===== src/rtl/if_fetch_queue.sv =====
// Instruction-fetch stage: owns the fetch PC, issues req/ack reads to instruction
// memory and buffers {pc, instruction} pairs in a small FIFO feeding decode.
module if_fetch_queue #(
  parameter int unsigned WORD      = 64,
  parameter int unsigned INSTR_LEN = 32,
  parameter int unsigned QDEPTH    = 2,
  parameter logic [WORD-1:0] RESET_PC = '0
) (
  input  logic                 clk,
  input  logic                 reset,
  input  logic                 pc_src,
  input  logic [WORD-1:0]      branch_target,
  input  logic                 stall_id,
  output logic                 imem_req,
  output logic [WORD-1:0]      imem_addr,
  input  logic                 imem_ack,
  input  logic [INSTR_LEN-1:0] imem_rdata,
  output logic [INSTR_LEN-1:0] instruction,
  output logic [WORD-1:0]      cur_pc,
  output logic                 valid_out
);

  localparam int unsigned PTRW = $clog2(QDEPTH);
  localparam int unsigned CW   = PTRW + 1;
  localparam logic [CW-1:0] FULL = CW'(QDEPTH);
  localparam logic [INSTR_LEN-1:0] NOP = INSTR_LEN'(32'hD503201F);

  logic [WORD-1:0]      fetch_pc;
  logic [PTRW-1:0]      rd_ptr;
  logic [PTRW-1:0]      wr_ptr;
  logic [CW-1:0]        count;
  logic [WORD-1:0]      q_pc    [QDEPTH];
  logic [INSTR_LEN-1:0] q_instr [QDEPTH];

  logic push;
  logic pop;

  // Gating with reset makes imem_req drop asynchronously when reset asserts.
  assign imem_req  = reset && (count < FULL) && !pc_src;
  assign imem_addr = fetch_pc;
  assign valid_out = (count != '0);

  assign push = imem_req && imem_ack;
  assign pop  = valid_out && !stall_id && !pc_src;

  always_comb begin
    instruction = NOP;
    cur_pc      = '0;
    if (valid_out) begin
      instruction = q_instr[rd_ptr];
      cur_pc      = q_pc[rd_ptr];
    end
  end

  always_ff @(posedge clk or negedge reset) begin
    if (!reset) begin
      fetch_pc <= RESET_PC;
      rd_ptr   <= '0;
      wr_ptr   <= '0;
      count    <= '0;
    end else if (pc_src) begin
      fetch_pc <= branch_target;
      rd_ptr   <= '0;
      wr_ptr   <= '0;
      count    <= '0;
    end else begin
      if (push) begin
        fetch_pc <= fetch_pc + WORD'(4);
        wr_ptr   <= wr_ptr + PTRW'(1);
      end
      if (pop) begin
        rd_ptr <= rd_ptr + PTRW'(1);
      end
      case ({push, pop})
        2'b10:   count <= count + CW'(1);
        2'b01:   count <= count - CW'(1);
        default: count <= count;
      endcase
    end
  end

  // Storage needs no reset; entries are only visible while count covers them.
  always_ff @(posedge clk) begin
    if (push) begin
      q_pc[wr_ptr]    <= fetch_pc;
      q_instr[wr_ptr] <= imem_rdata;
    end
  end

endmodule


===== config.mk =====
export PLATFORM = sky130hd
export DESIGN_NAME = if_fetch_queue
export DESIGN_NICKNAME = d
export VERILOG_FILES = /design/src/rtl/if_fetch_queue.sv
export SDC_FILE = /design/constraint.sdc
export NUM_CORES = 1
export LEC_CHECK = 0
export CAP_MARGIN = 10
export CORE_ASPECT_RATIO = 1.5
export CORE_MARGIN = 4
export CORE_UTILIZATION = 54
export DETAILED_ROUTE_END_ITERATION = 10
export GPL_ROUTABILITY_DRIVEN = 0
export PLACE_DENSITY = 0.85
export SLEW_MARGIN = 20
export SYNTH_ARGS = -nofsm -noshare
export SYNTH_HDL_FRONTEND = slang
export SYNTH_SLANG_ARGS = --single-unit

===== constraint.sdc =====
create_clock -name clk -period 14.3 [get_ports clk]
set_input_delay 2.86 -clock clk [delete_from_list [all_inputs] [get_ports clk]]
set_output_delay 2.86 -clock clk [all_outputs]
set_load 0.01 [all_outputs]

==> results.txt, run 1 <==
Seq. cell area: 0.00747 mm²
most frequent cells in the layout: clkdlybuf4s50_1, edfxtp_1, nor2_1
post-synthesis instance total: 892
H-tree Lvls: 1
combinational power share: 17.1%
initial core utilization: 55.2%
routed via count: 8276
Synth cell types: 50
Residual DRC: 0
ANT nets after route: 0
CTS clk-pin slew, worst paths: 60 ps
Die Width: 126 µm
final-report hold violation count: 0
Internal: 1.43 mW
dpl ws: 7370 ps
syn avg cell area: 12.7 µm²
min-delay src: imem_addr[0]$_DFFE_PN0P_
largest net degree at the start of global routing: 105
final setup violation count: 0
status: completed
core area: 0.0205 mm²
Net Switching: 472 µW
Fmax: 145 MHz
RR Endpoint: imem_addr[40]$_DFFE_PN0P_
clock share of power: 35.3%
flops & latches, synth: 260
clk_skew: 17.8 ps
leakage power: 5.04 nW
Setup WS post-layout: 7380 ps
Seq pwr share: 47.6%
commonest non-fill, non-tap cell in the layout: clkdlybuf4s50_1
Hold Path Class: flop to flop
Layout Nets: 1244
Reg2Reg Depth: 6
worst hold stages: 0
DRT Pass-1 Iters: 5
Crit. End Element: output pin
multi-input combinational cell area: 0.00369 mm²
Slew @ Worst Pin: 1060 ps
fillers: 1370
Async S/R FF share, synth: 26.2%
WL per Instance: 20.8 µm
initial antenna violation count: 1
slew margin rel.: 29.6%
via/cell ratio: 5.81
overall die height: 185 µm
WHS: 520 ps
area grow syn2layout: 32.7%
Post-synth top flop: edfxtp_1
Tcrit/Tclk final: 48.4%
FP Rows: 64
Worst EP arrival: 4060 ps
nature of the critical path startpoint: input port
final design instance area without fill: 0.0150 mm²
Peak supply drop: 0.000118 V
cell area after synthesis: 0.0113 mm²
first-pass GRT wire length: 46.1 mm
setup repair bufs after CTS: 0
pwr dens: 127 mW/mm²
total grt overflow: 0
warnings from Yosys: 0
final HPWL from detailed placement: 20.3 mm
hold path endpoint: q_pc[0][0]$_DFFE_PP_
Worst Path Max Fanout: 11
minimum clock period: 6920 ps
Post-Syn Nets: 994
clk buf depth: 3
r2r setup slk: 11350 ps
Critical Path RT: 11440 ps
die footprint: 0.0234 mm²
crit path kind: input port to output pin
layout cell share with drive strength beyond 1: 5.26%
total of max-cap violations: 0
RSZ-0062 raised after global routing: false
setup TNS: 0 ps
vias in the first global route: 8373
CTS Hold Bufs: 0
total CTS buffers: 24
r2r startpoint: imem_addr[2]$_DFFE_PN0P_
number of flops mapped to enable cells by yosys: 192
Post-CTS Resized: 0
clock latency on the worst-skew pair: 510 ps
Net Sw Frac: 24.8%
Cell Area, Placed: 0.0142 mm²
Slew Viols, Final: 0
GRT Total Usage: 24.8%
WL final: 29.6 mm
clk sinks: 260
root buffer cell: clkbuf_16
DR iter-0 viols: 586
CTS tree: done
port bufs: 262
register area share after synthesis: 65.9%
# IOs: 263
==> worst max path at each step <==
stage,from,endpoint,slack (ps),depth (start not counted)
floorplan,pc_src,q_instr[0][0]$_DFFE_PP_,6690,2
global route,pc_src,imem_req,7390,3
finish,pc_src,imem_req,7380,3
CTS,pc_src,imem_req,7380,3
detailed placement,pc_src,imem_req,7370,3
global placement,pc_src,imem_req,7350,3
==> power groups by stage <==
stage	Combinational, mW	Sequential [mW]	Clock, mW
final	0.326	0.905	0.671
after global routing	0.351	0.910	0.714
after CTS	0.331	0.904	0.682
after detailed placement	0.328	0.919	0
after global placement	0.324	0.917	0
after floorplan	0.151	0.902	0
==> final cells by class <==
cell class | count | area share (%)
well taps | 264 | 2.20
flip-flops and latches | 260 | 49.7
clock buffers | 36 | 4.84
repair buffers | 269 | 17.8
diodes | 1 | 0.0166
inverters | 6 | 0.150
clock inverters | 8 | 0.774
multi-input cells | 581 | 24.6
==> cells by family (layout without fill, tap and decap cells) <==
| group | after synthesis | in the layout | share of synthesized area, % |
|---|---|---|---|
| AOI/OAI and AO/OA | 75 | 75 | 4.13 |
| xor gates and xnor gates | 40 | 40 | 3.09 |
| adders and majority gates | 1 | 1 | 0.110 |
| buffers and inverters | 51 | 319 | 1.75 |
| DFF | 260 | 260 | 65.9 |
| muxes | 103 | 103 | 9.14 |
| other | 0 | 1 | 0 |
| and+or+nand+nor | 362 | 362 | 15.9 |
==> critical path, stage by stage <==
cell and delay [ps]:
buf_4 160, nor3b_1 400, clkdlybuf4s50_1 630
==> flip-flops by register name (all words and copies together) (netlist names) <==
name	count
rd_ptr	1
q_instr	64
count	2
imem_addr	64
wr_ptr	1
q_pc	128
==> synth_stat cells (all sizes together) (10+ instances only) <==
master,instances,area share [%]
nor3,11,0.49
buf,10,0.39
dfrtp,68,15
or4,15,1.0
nand3,29,1.3
nor4,19,1.1
nor2,108,3.6
edfxtp,192,51
xor2,15,1.2
o211ai,15,0.99
xnor2,25,1.9
nand4,39,2.3
o21ai,40,1.8
nand2,97,3.2
clkbuf,35,1.2
mux2i,100,8.8
==> stage by stage <==
stage / power (mW) / instances / util, %
finish: 1.90 / 1425 / 73.3
global placement: 1.24 / 1380 / 69.2
floorplan: 1.05 / 892 / -
detailed placement: 1.25 / 1380 / 69.2
global route: 1.98 / 1425 / 73.3
CTS: 1.92 / 1424 / 73.3
==> routing by layer <==
metal / GRT usage [%] / up-vias / share of wire (%) / wire length [µm]
li1: - / 3827 / - / -
met1: 31.0 / 4033 / 38 / 11100
met2: 44.1 / 347 / 53 / 15700
met3: 3.23 / 69 / 5.6 / 1660
met4: 9.57 / 0 / 3.8 / 1120
met5: 0 / - / 0 / 0
(Power assumes the default switching activity.)
==> run 2, diff against run 1 <==
--- a/config.mk
+++ b/config.mk
@@ -8,10 +8,10 @@
 export CAP_MARGIN = 10
 export CORE_ASPECT_RATIO = 1.5
 export CORE_MARGIN = 4
-export CORE_UTILIZATION = 54
+export CORE_UTILIZATION = 45
 export DETAILED_ROUTE_END_ITERATION = 10
 export GPL_ROUTABILITY_DRIVEN = 0
-export PLACE_DENSITY = 0.85
+export PLACE_DENSITY = 0.76
 export SLEW_MARGIN = 20
 export SYNTH_ARGS = -nofsm -noshare
 export SYNTH_HDL_FRONTEND = slang
==> constraint.sdc (replaced) <==
create_clock -name clk -period 5.6 [get_ports clk]
set_input_delay 1.12 -clock clk [delete_from_list [all_inputs] [get_ports clk]]
set_output_delay 1.12 -clock clk [all_outputs]
set_load 0.01 [all_outputs]
==> results.txt, run 2 (same netlist as run 1, synthesis figures left out) <==
final design instance area without fill: 0.0151 mm² (was 0.0150 mm²)
WL final: 30.7 mm (was 29.6 mm)
Tcrit/Tclk final: 72.2%
setup repair bufs after CTS: 0 (unchanged)
final-report hold violation count: 0 (unchanged)
crit path kind: flop to output pin (was input port to output pin)
# IOs: 263 (unchanged)
H-tree Lvls: 1 (unchanged)
Crit. End Element: output pin (unchanged)
WL per Instance: 20.6 µm (was 20.8 µm)
port bufs: 262 (unchanged)
max FFs per register: 128 (unchanged)
Residual DRC: 0 (unchanged)
pwr dens: 319 mW/mm² (was 127 mW/mm²)
clock latency on the worst-skew pair: 520 ps (was 510 ps)
leakage power: 5.04 nW (about the same)
Critical Path RT: 4480 ps (was 11440 ps)
layout cell share with drive strength beyond 1: 5.42% (was 5.26%)
initial antenna violation count: 3 (was 1)
final HPWL from detailed placement: 21.9 mm (was 20.3 mm)
nature of the critical path startpoint: flop (was input port)
clk buf depth: 3 (unchanged)
GRT Total Usage: 21.4% (was 24.8%)
most frequent cells in the layout: clkdlybuf4s50_1, edfxtp_1, nor2_1 (unchanged)
total grt overflow: 0 (unchanged)
DR iter-0 viols: 620 (was 586)
RSZ-0062 raised after global routing: false (unchanged)
status: completed (unchanged)
clk_skew: 8.69 ps (was 17.8 ps)
first-pass GRT wire length: 46.1 mm (about the same)
Cell Area, Placed: 0.0143 mm² (was 0.0142 mm²)
die footprint: 0.0278 mm² (was 0.0234 mm²)
via/cell ratio: 5.53 (was 5.81)
Slew Viols, Final: 0 (unchanged)
Slew @ Worst Pin: 1020 ps (was 1060 ps)
Die Width: 138 µm (was 126 µm)
setup TNS: 0 ps (unchanged)
minimum clock period: 4050 ps
DRT Pass-1 Iters: 5 (unchanged)
Worst EP arrival: 2930 ps (was 4060 ps)
clk sinks: 260 (unchanged)
Hold Path Class: input port to async pin (was flop to flop)
slew margin rel.: 31.8% (was 29.6%)
root buffer cell: clkbuf_16 (unchanged)
Fmax: 247 MHz
core area: 0.0246 mm² (was 0.0205 mm²)
ANT nets after route: 0 (unchanged)
routed via count: 8241 (was 8276)
CTS Hold Bufs: 0 (unchanged)
final setup violation count: 0 (unchanged)
overall die height: 202 µm (was 185 µm)
Post-CTS Resized: 0 (unchanged)
largest net degree at the start of global routing: 70 (was 105)
Worst Path Max Fanout: 54 (was 11)
CTS clk-pin slew, worst paths: 60 ps (about the same)
vias in the first global route: 8182 (was 8373)
Peak supply drop: 0.000246 V (was 0.000118 V)
CTS tree: done (unchanged)
total CTS buffers: 25 (was 24)
total of max-cap violations: 0 (unchanged)
FP Rows: 70 (was 64)
Biggest register: q_pc (unchanged)
area grow syn2layout: 33.6% (was 32.7%)
commonest non-fill, non-tap cell in the layout: clkdlybuf4s50_1 (unchanged)
initial core utilization: 46.0% (was 55.2%)
Layout Nets: 1247 (was 1244)
## run 2: through the flow
stage	total power [mW]	hold slack, ps	setup slack, ps	utilization (%)	cells
after global routing	5.01	531	1380	61.5	1489
after detailed placement	3.20	511	1620	58.2	1442
after global placement	3.18	488	1740	58.2	1442
after floorplan	2.69	523	1340	-	892
final	4.83	516	1550	61.5	1489
after CTS	4.87	508	1520	61.5	1487
## run 2: final cells by class
class,count,area [µm²]
Timing Repair Buffer,271,2720
Antenna cell,2,5.00
Multi-Input combinational cell,581,3690
Clock inverter,11,118
Clock buffer,34,701
Fill cell,1974,9480
Inverter,6,22.5
Tap cell,324,405
Sequential cell,260,7470
## run 2: report_power, final
part	leakage, nW	internal [mW]	total [mW]	switching [mW]
clock	0.395	0.973	1.68	0.704
combinational	2.08	0.450	0.829	0.379
sequential	2.57	2.17	2.32	0.150
## run 2: final timing paths
path	start	endpoint	slack (ps)	cells past startpoint
min	reset	imem_addr[1]$_DFFE_PN0P_	520	1
min in group clk	imem_addr[0]$_DFFE_PN0P_	q_pc[0][0]$_DFFE_PP_	520	0
max reg2reg	imem_addr[3]$_DFFE_PN0P_	imem_addr[40]$_DFFE_PN0P_	2780	6
max	rd_ptr$_DFFE_PN0P_	cur_pc[45]	1550	4
min reg2reg	imem_addr[0]$_DFFE_PN0P_	q_pc[0][0]$_DFFE_PP_	520	0
max in group asynchronous	reset	rd_ptr$_DFFE_PN0P_	4070	2
## run 2: layer usage
metal / share of wire [%] / track usage, % / vias up
met5: 0.023 / 0 / -
met4: 4.0 / 9.13 / 2
met3: 6.8 / 3.06 / 89
met2: 53 / 38.6 / 324
li1: - / - / 3840
met1: 36 / 24.9 / 3986
## run 2: critical path, stage by stage, from the launching register on
cell	delay (ps)
dfrtp_4	1100
buf_12	390
mux2i_1	330
nor2_1	70
clkdlybuf4s50_1	490
==> run 3, diff against run 2 <==
--- a/config.mk
+++ b/config.mk
@@ -8,10 +8,10 @@
 export CAP_MARGIN = 10
 export CORE_ASPECT_RATIO = 1.5
 export CORE_MARGIN = 4
-export CORE_UTILIZATION = 45
+export CORE_UTILIZATION = 50
 export DETAILED_ROUTE_END_ITERATION = 10
 export GPL_ROUTABILITY_DRIVEN = 0
-export PLACE_DENSITY = 0.76
+export PLACE_DENSITY = 0.8
 export SLEW_MARGIN = 20
 export SYNTH_ARGS = -nofsm -noshare
 export SYNTH_HDL_FRONTEND = slang
==> constraint.sdc (replaced) <==
create_clock -name clk -period 4 [get_ports clk]
set_input_delay 0.8 -clock clk [delete_from_list [all_inputs] [get_ports clk]]
set_output_delay 0.8 -clock clk [all_outputs]
set_load 0.01 [all_outputs]
==> results.txt, run 3 (same netlist as run 1, synthesis figures left out) <==
Hold Path Class: input port to async pin (unchanged)
Slew Viols, Final: 0 (unchanged)
Critical Path RT: 3200 ps (was 4480 ps)
Residual DRC: 0 (unchanged)
Die Width: 131 µm (was 138 µm)
Slowest cell on crit path: dfrtp_4 (unchanged)
max incr delay on CP: 770 ps (was 1100 ps)
via/cell ratio: 5.77 (was 5.53)
pwr dens: 454 mW/mm² (was 319 mW/mm²)
DR iter-0 viols: 567 (was 620)
initial core utilization: 50.8% (was 46.0%)
first-pass GRT wire length: 46.0 mm (was 46.1 mm)
Worst EP arrival: 2600 ps (was 2930 ps)
worst path cell trace: buf_4 > mux2i_1 > nor2_1 > clkdlybuf4s50_1 (was buf_12 > mux2i_1 > nor2_1 > clkdlybuf4s50_1)
CTS tree: done (unchanged)
RR Endpoint: imem_addr[45]$_DFFE_PN0P_ (was imem_addr[40]$_DFFE_PN0P_)
Layout Nets: 1255 (was 1247)
status: completed (unchanged)
area grow syn2layout: 34.4% (was 33.6%)
clock latency on the worst-skew pair: 520 ps (about the same)
vias in the first global route: 8412 (was 8182)
H-tree Lvls: 1 (unchanged)
final-report hold violation count: 0 (unchanged)
setup repair bufs after CTS: 0 (unchanged)
clk buf depth: 3 (unchanged)
die footprint: 0.0252 mm² (was 0.0278 mm²)
nature of the critical path startpoint: flop (unchanged)
WL final: 30.9 mm (was 30.7 mm)
final HPWL from detailed placement: 21.6 mm (was 21.9 mm)
FP Rows: 67 (was 70)
Tcrit/Tclk final: 85.0%
core area: 0.0223 mm² (was 0.0246 mm²)
clk_skew: 12.2 ps (was 8.69 ps)
Reg2Reg Depth: 5 (was 6)
port bufs: 262 (unchanged)
setup TNS: 0 ps (unchanged)
leakage power: 5.12 nW (was 5.04 nW)
Fmax: 294 MHz
DRT Pass-1 Iters: 8 (was 5)
GRT Total Usage: 23.8% (was 21.4%)
Slew @ Worst Pin: 815 ps (was 1020 ps)
largest net degree at the start of global routing: 93 (was 70)
placed cell count: 1403 (was 1442)
# IOs: 263 (unchanged)
WL per Instance: 21.3 µm (was 20.6 µm)
crit path kind: flop to output pin (unchanged)
max FFs per register: 128 (unchanged)
total CTS buffers: 24 (was 25)
Post-CTS Resized: 0 (unchanged)
WP buf/inv: 2 (unchanged)
total of max-cap violations: 0 (unchanged)
most frequent cells in the layout: clkdlybuf4s50_1, edfxtp_1, nor2_1 (unchanged)
r2r startpoint: imem_addr[22]$_DFFE_PN0P_ (was imem_addr[3]$_DFFE_PN0P_)
clk sinks: 260 (unchanged)
root buffer cell: clkbuf_16 (unchanged)
routed via count: 8367 (was 8241)
Crit. End Element: output pin (unchanged)
RSZ-0062 raised after global routing: false (unchanged)
Worst Path Max Fanout: 30 (was 54)
total grt overflow: 0 (unchanged)
r2r setup slk: 1350 ps (was 2780 ps)
CTS Hold Bufs: 0 (unchanged)
initial antenna violation count: 4 (was 3)
non-filler instance count after layout: 1451 (was 1489)
layout cell share with drive strength beyond 1: 6.23% (was 5.42%)
Worst path top cell family by delay: buffers and inverters (was flip-flops)
overall die height: 192 µm (was 202 µm)
final setup violation count: 0 (unchanged)
CTS clk-pin slew, worst paths: 70 ps (was 60 ps)
Biggest register: q_pc (unchanged)
CP Launch Point: rd_ptr$_DFFE_PN0P_ (unchanged)
slew margin rel.: 45.6% (was 31.8%)
minimum clock period: 3400 ps
ANT nets after route: 0 (unchanged)
Peak supply drop: 0.000391 V (was 0.000246 V)
commonest non-fill, non-tap cell in the layout: clkdlybuf4s50_1 (unchanged)
## run 3: cell count changes in the layout (fill, tap and decap cells not counted)
cell | before | now
buf_12 | 3 | 5
buf_4 | 8 | 15
bufinv_16 | 2 | 4
clkbuf_1 | 6 | 5
clkbuf_16 | 26 | 25
clkbuf_8 | 2 | 6
clkinv_1 | 2 | 1
clkinv_2 | 3 | 1
clkinv_4 | 1 | 0
diode_2 | 2 | 4
inv_8 | 1 | 0
## run 3: metal layers
metal / vias to the layer above / part of all wire (%) / wire length [µm] / track usage (%)
li1: 3854 / - / - / -
met1: 4060 / 36 / 11200 / 28.2
met2: 375 / 53 / 16400 / 42.1
met3: 78 / 6.8 / 2090 / 3.88
met4: 0 / 4.0 / 1230 / 10.6
met5: - / 0 / 0 / 0
## run 3: cell type report
type,count,area [µm²]
Sequential cell,260,7470
Fill cell,1628,7070
Inverter,6,22.5
Clock buffer,36,727
Antenna cell,4,10.0
Tap cell,276,345
Timing Repair Buffer,280,2820
Clock inverter,8,144
Multi-Input combinational cell,581,3690
## run 3: stage by stage
stage / total power, mW / setup slack [ps] / hold WS [ps] / instance area, µm² / util, %
finish: 6.91 / 601 / 209 / 15200 / 68.3
global route: 7.16 / 452 / 196 / 15200 / 68.3
CTS: 6.96 / 552 / 195 / 15200 / 68.2
detailed placement: 4.49 / 855 / 502 / 14300 / 64.3
global placement: 4.46 / 912 / 471 / 14300 / 64.3
floorplan: 3.76 / 56.5 / 504 / 11300 / -
## run 3: power by group
part           leakage (nW)  total [mW]  switching [mW]  internal (mW)
registers              2.57        3.23           0.193           3.04
clock network         0.419        2.48           0.966           1.51
logic                  2.14        1.20           0.559          0.639
total                  5.12        6.91            1.72           5.19
## run 3: worst max path at each step
stage                                end  slack (ps)  cells past startpoint
6_report                      cur_pc[24]         600                      4
5_1_grt                   instruction[2]         450                      4
4_1_cts                   instruction[2]         550                      4
3_5_place_dp   imem_addr[45]$_DFFE_PN0P_         860                      6
3_3_place_gp   imem_addr[45]$_DFFE_PN0P_         910                      6
2_1_floorplan    q_instr[0][0]$_DFFE_PP_          60                      2
## run 3: worst reg2reg max path: stages, from the launching register on
cell and delay [ps]:
dfrtp_1 500, nand4_1 290, or4_4 630, or4b_1 600, or3_1 390, a31oi_1 160
